[src/rtl/sseg_pkg.sv]
// Shared types and constants for the seven-segment display driver.
// Holds the display mode encoding and the fixed active-low patterns.
package sseg_pkg;

  typedef enum logic [1:0] {
    MODE_HEX   = 2'b00,
    MODE_ANIM  = 2'b01,
    MODE_BLANK = 2'b10
  } mode_t;

  localparam logic [7:0] SSEG_BLANK = 8'hFF;
  localparam logic [7:0] SSEG_UPPER = 8'h9C;
  localparam logic [7:0] SSEG_LOWER = 8'hA3;

endpackage

[src/rtl/sseg_anim_mux_hex_to_sseg.sv]
// Hex nibble to active-low seven-segment font {g,f,e,d,c,b,a}.
// Ports: hex (4-bit value in), seg (7-bit active-low pattern out).
module hex_to_sseg (
  input  logic [3:0] hex,
  output logic [6:0] seg
);

  always_comb begin
    seg = 7'h7F;
    case (hex)
      4'h0: seg = 7'h40;
      4'h1: seg = 7'h79;
      4'h2: seg = 7'h24;
      4'h3: seg = 7'h30;
      4'h4: seg = 7'h19;
      4'h5: seg = 7'h12;
      4'h6: seg = 7'h02;
      4'h7: seg = 7'h78;
      4'h8: seg = 7'h00;
      4'h9: seg = 7'h10;
      4'hA: seg = 7'h08;
      4'hB: seg = 7'h03;
      4'hC: seg = 7'h46;
      4'hD: seg = 7'h21;
      4'hE: seg = 7'h06;
      4'hF: seg = 7'h0E;
      default: seg = 7'h7F;
    endcase
  end

endmodule

[src/rtl/sseg_anim_mux.sv]
// N-digit multiplexed 7-seg driver: HEX scan, circulating square, blank.
// Ports: clk, reset (async active-low), en, mode, dir, hex_in, dp_in,
// [blink_mask when SSEG_BLINK_EN], an, sseg, frame_done.
module sseg_anim_mux
  import sseg_pkg::*;
#(
  parameter int NUM_DIGITS  = 4,
  parameter int REFRESH_DIV = 50000,
  parameter int STEP_DIV    = 25000000
) (
  input  logic                    clk,
  input  logic                    reset,
  input  logic                    en,
  input  logic [1:0]              mode,
  input  logic                    dir,
  input  logic [4*NUM_DIGITS-1:0] hex_in,
  input  logic [NUM_DIGITS-1:0]   dp_in,
`ifdef SSEG_BLINK_EN
  input  logic [NUM_DIGITS-1:0]   blink_mask,
`endif
  output logic [NUM_DIGITS-1:0]   an,
  output logic [7:0]              sseg,
  output logic                    frame_done
);

  localparam int RW = $clog2(REFRESH_DIV);
  localparam int SW = $clog2(NUM_DIGITS);
  localparam int PW = $clog2(2 * NUM_DIGITS);
  localparam int TW = $clog2(STEP_DIV);

  localparam logic [RW-1:0] REF_MAX  = RW'(REFRESH_DIV - 1);
  localparam logic [SW-1:0] SCAN_MAX = SW'(NUM_DIGITS - 1);
  localparam logic [PW-1:0] POS_MAX  = PW'(2 * NUM_DIGITS - 1);
  localparam logic [PW-1:0] N_P      = PW'(NUM_DIGITS);
  localparam logic [PW-1:0] N_M1     = PW'(NUM_DIGITS - 1);
  localparam logic [TW-1:0] STEP_MAX = TW'(STEP_DIV - 1);

  localparam logic [NUM_DIGITS-1:0] ONE = NUM_DIGITS'(1);

  logic [RW-1:0] ref_cnt;
  logic [SW-1:0] scan_idx;
  logic [TW-1:0] step_cnt, step_d;
  logic [PW-1:0] pos, pos_d;
  logic          fd_d;

  logic [NUM_DIGITS-1:0] an_d;
  logic [7:0]            sseg_d;
  logic [6:0]            font;
  logic [SW-1:0]         anim_dig;
  logic                  upper;

  mode_t md;
  logic  is_hex, is_anim, step_term;

`ifdef SSEG_BLINK_EN
  logic blink_phase, blink_d;
`endif

  // Reserved encoding 2'b11 collapses onto BLANK
  always_comb begin
    md = MODE_BLANK;
    if (mode == 2'b00) md = MODE_HEX;
    if (mode == 2'b01) md = MODE_ANIM;
  end

  assign is_hex    = (md == MODE_HEX);
  assign is_anim   = (md == MODE_ANIM);
  assign step_term = (step_cnt == STEP_MAX);

  always_ff @(posedge clk or negedge reset) begin
    if (!reset) begin
      ref_cnt  <= '0;
      scan_idx <= '0;
    end else if (ref_cnt == REF_MAX) begin
      ref_cnt  <= '0;
      scan_idx <= (scan_idx == SCAN_MAX) ? '0 : scan_idx + 1'b1;
    end else begin
      ref_cnt  <= ref_cnt + 1'b1;
    end
  end

  always_comb begin
    step_d = step_cnt;
    pos_d  = pos;
    fd_d   = 1'b0;
`ifdef SSEG_BLINK_EN
    blink_d = is_hex ? blink_phase : 1'b0;
`endif
    unique case (1'b1)
      is_anim: begin
        if (en) begin
          if (step_term) begin
            step_d = '0;
            if (dir) begin
              pos_d = (pos == '0) ? POS_MAX : pos - 1'b1;
              fd_d  = (pos == '0);
            end else begin
              pos_d = (pos == POS_MAX) ? '0 : pos + 1'b1;
              fd_d  = (pos == POS_MAX);
            end
          end else begin
            step_d = step_cnt + 1'b1;
          end
        end
      end
`ifdef SSEG_BLINK_EN
      // Blink period reuses the step counter, ignoring en
      is_hex: begin
        pos_d = '0;
        if (step_term) begin
          step_d  = '0;
          blink_d = ~blink_phase;
        end else begin
          step_d = step_cnt + 1'b1;
        end
      end
`endif
      default: begin
        step_d = '0;
        pos_d  = '0;
      end
    endcase
  end

  always_ff @(posedge clk or negedge reset) begin
    if (!reset) begin
      step_cnt <= '0;
      pos      <= '0;
`ifdef SSEG_BLINK_EN
      blink_phase <= 1'b0;
`endif
    end else begin
      step_cnt <= step_d;
      pos      <= pos_d;
`ifdef SSEG_BLINK_EN
      blink_phase <= blink_d;
`endif
    end
  end

  hex_to_sseg u_font (
    .hex (hex_in[{scan_idx, 2'b00} +: 4]),
    .seg (font)
  );

  // Upper row runs left to right, lower row returns right to left
  assign upper    = (pos < N_P);
  assign anim_dig = upper ? SW'(N_M1 - pos) : SW'(pos - N_P);

  always_comb begin
    an_d   = '1;
    sseg_d = SSEG_BLANK;
    unique case (1'b1)
      is_hex: begin
        an_d   = ~(ONE << scan_idx);
        sseg_d = {~dp_in[scan_idx], font};
`ifdef SSEG_BLINK_EN
        if (blink_phase && blink_mask[scan_idx]) begin
          an_d   = '1;
          sseg_d = SSEG_BLANK;
        end
`endif
      end
      is_anim: begin
        an_d   = ~(ONE << anim_dig);
        sseg_d = upper ? SSEG_UPPER : SSEG_LOWER;
      end
      default: begin
        an_d   = '1;
        sseg_d = SSEG_BLANK;
      end
    endcase
  end

  always_ff @(posedge clk or negedge reset) begin
    if (!reset) begin
      an         <= '1;
      sseg       <= SSEG_BLANK;
      frame_done <= 1'b0;
    end else begin
      an         <= an_d;
      sseg       <= sseg_d;
      frame_done <= fd_d;
    end
  end

endmodule

[config.mk]
export PLATFORM = sky130hd
export DESIGN_NAME = sseg_anim_mux
export DESIGN_NICKNAME = d
export VERILOG_FILES = /design/src/rtl/sseg_pkg.sv /design/src/rtl/sseg_anim_mux_hex_to_sseg.sv /design/src/rtl/sseg_anim_mux.sv
export SDC_FILE = /design/constraint.sdc
export NUM_CORES = 1
export LEC_CHECK = 0
export CAP_MARGIN = 10
export CORE_MARGIN = 2
export CORE_UTILIZATION = 57
export DETAILED_ROUTE_END_ITERATION = 10
export GPL_TIMING_DRIVEN = 0
export PLACE_DENSITY = 0.8
export SYNTH_ARGS = -nofsm -noshare
export SYNTH_HDL_FRONTEND = slang
export SYNTH_SLANG_ARGS = --single-unit
[constraint.sdc]
create_clock -name clk -period 6.4 [get_ports clk]
set_input_delay 1.92 -clock clk [delete_from_list [all_inputs] [get_ports clk]]
set_output_delay 1.92 -clock clk [all_outputs]
set_load 0.05 [all_outputs]
==> results.json <==
{
  "status": "completed",
  "synth_compound_area_share_pct": 11.8,
  "ant_nets": 0,
  "core_sq_um": 6240,
  "hold_start": "ref_cnt[0]",
  "finalHoldViolations": 0,
  "via_per_inst": 6.10,
  "yosysTopAreaCellShare_pct": 32.5,
  "synthMuxAreaShare_pct": 5.43,
  "wl_met2_um": 4170,
  "drv_cap": 0,
  "overflow": 0,
  "yosys_warnings": 0,
  "cp_top_family": "buffers and inverters",
  "cts_tree": "yes",
  "dp_hpwl_um": 6110,
  "cts_hold_buf": 0,
  "nets": 477,
  "antenna_cells": 0,
  "m1WireLength_um": 3650,
  "rsz0062_at_grt": "false",
  "num_io_pins": 39,
  "cts_buffers": 9,
  "synth_seq_area_share_pct": 41.2,
  "synth-simple-area-share_pct": 27.3,
  "setup_ws_ps": 2680,
  "tightest_slew_ps": 1040,
  "cp-end-kind": "register",
  "routed_wl_um": 8500,
  "clk_latency_ps": 350,
  "htree_levels": 3,
  "maxSlewHeadroom_pct": 29.8,
  "final-setup-viol-count": 0,
  "start_util_pct": 58.0,
  "synth_common_cells": "dfrtp_1, nor2_1, nand2_1",
  "drc": 0,
  "synthTopCellsByArea": "dfrtp_1, dfstp_2, ha_1, nor2_1, nand2_1",
  "clk_pin_slew_ps": 80,
  "fp.dieW_um": 83.7,
  "grt_max_degree": 36,
  "hold-worst-slack_ps": 483,
  "vias": 3147,
  "hp-class": "register to register",
  "crit_buf_inv": 4,
  "placed_cells": 500,
  "finalCritPeriodShare_pct": 58.1,
  "dpl_worst_slack_ps": 2340,
  "yosys_most_used_dff": "dfrtp_1",
  "grt_use_total_pct": 26.1,
  "arrival_ps": 3930,
  "route.met3.wl_um": 581,
  "yosys_register_bits": 59,
  "synth_fa_ha_area_share_pct": 5.88,
  "drt_iter0_markers": 256,
  "synth_area_per_cell_sq_um": 9.40,
  "routed.top_layer": "met4",
  "fin_tns_setup_ps": 0,
  "synth_top_family_by_area": "simple AND/OR/NAND/NOR gates",
  "yosysTopAreaCell": "dfrtp_1",
  "synthCells": 385,
  "async_flop_share_pct": 100,
  "crit_slowest_cell": "clkdlybuf4s50_1",
  "fmax_ghz": 0.269,
  "wl_per_cell_um": 16.5,
  "netlist_area_sq_um": 3620,
  "rows": 29,
  "die_h_um": 83.7,
  "layout-drive-gt1-share_pct": 11.8,
  "cp-start-kind": "input port",
  "startpoint": "mode[1]",
  "power_density_nw_per_um2": 199,
  "grt_pass1_wl_um": 14600,
  "synth_nets": 428,
  "area_growth_pct": 19.5,
  "min_period_ps": 3720,
  "finalMaxSlewViolations": 0,
  "place.port_buffers": 37,
  "cts_setup_buffers": 0,
  "cts_repair_resize_count": 0,
  "worstPathRequired_ps": 6610,
  "crit_path_frequent_cell": "clkbuf_1",
  "synth_most_common_cell": "dfrtp_1",
  "gp_congestion": 0.915,
  "timing.rr.start": "step_cnt[15]",
  "synthDistinctLibCells": 56,
  "clockRootBuffer": "clkbuf_8",
  "synth-xor-area-share_pct": 4.60,
  "drt_pass1_iterations": 5,
  "synth_edf_count": 0,
  "fin_skew_ps": 10.1,
  "antenna_found_initial": 0,
  "cp_max_fo": 10,
  "crit_type": "input port to register",
  "die_area_sq_um": 7000,
  "clockBufferDepth": 2,
  "p_leak_uw": 0.00174,
  "fin_cells": 516,
  "critical_path.max_stage_delay_ps": 600,
  "crit_path_cell_trace": "clkdlybuf4s50_1 -> inv_1 -> nand2_1 -> clkbuf_1 -> clkbuf_1 -> nor2_1",
  "grt_pass1_vias": 3093,
  "cts.sinks": 59,
  "regToRegSetupSlack_ps": 3960,
  "vdd_drop_max_v": 0.000139
}
## stage by stage
| stage | power (uW) | area (sq um) | util [%] |
|---|---|---|---|
| after floorplan | 435 | 3620 | - |
| after global placement | 474 | 4080 | 65.4 |
| after detailed placement | 476 | 4100 | 65.7 |
| after CTS | 860 | 4320 | 69.3 |
| after global routing | 890 | 4320 | 69.3 |
| final | 858 | 4320 | 69.3 |
## power breakdown
part | switching, uW | leakage (uW) | internal, uW
Sequential | 1.67 | 0.000768 | 381
Combinational | 52.9 | 0.000873 | 34.3
Clock | 168 | 0.000102 | 221
## routing by layer
layer,global-route usage (%),vias up
met1,34.7,1529
met2,42.3,104
met3,6.03,11
met4,8.94,0
li1,-,1503
met5,0,-
## logic make-up after synthesis
family	count (synthesis)
AO/OA/AOI/OAI	66
buffers and inverters	33
XOR/XNOR	19
AND/OR/NAND/NOR	178
flip-flops	59
multiplexers	13
adder cells (fa/ha/maj)	17
## worst register-to-register path, stage by stage, from the launching register on
cell      delay, ps
dfrtp_1         480
nor4b_4         300
nand4b_1        140
nor4_1          870
o21ai_0         240
a32o_1          300
## layout make-up
type	instances	area [sq um]
Buffer	18	80.1
Clock inverter	7	100
Multi-Input combinational cell	293	1990
Fill cell	500	1920
Clock buffer	9	124
Sequential cell	59	1490
Tap cell	77	96.3
Timing Repair Buffer	38	385
Inverter	15	56.3
## worst paths after layout
kind                                 to  cells after the start
max                         step_cnt[4]                      6
min                          ref_cnt[0]                      1
max reg2reg                step_cnt[15]                      5
min reg2reg                  ref_cnt[0]                      1
max in group asynchronous         an[1]                      2
min in group asynchronous  step_cnt[19]                      1
## flip-flops by register name, summed over array words and instances, names as in the netlist
register    count
pos             3
an              4
ref_cnt        16
sseg            8
step_cnt       25
frame_done      1
scan_idx        2
## cells in the final DEF, fill, tap and decap left out, drive strengths merged, types with 6 or more instances in the layout
master,count
inv,16
nor2,38
a31oi,6
clkdlybuf4s50,36
xnor2,10
nand4,14
xor2,9
nor2b,7
a21oi,20
nor3,14
clkbuf,24
nand3,23
o21ai,18
nand2,35
or4,8
dfstp,12
and3,12
ha,17
nor4,6
dfrtp,47
Note: power is estimated with default switching activity, not from simulation.
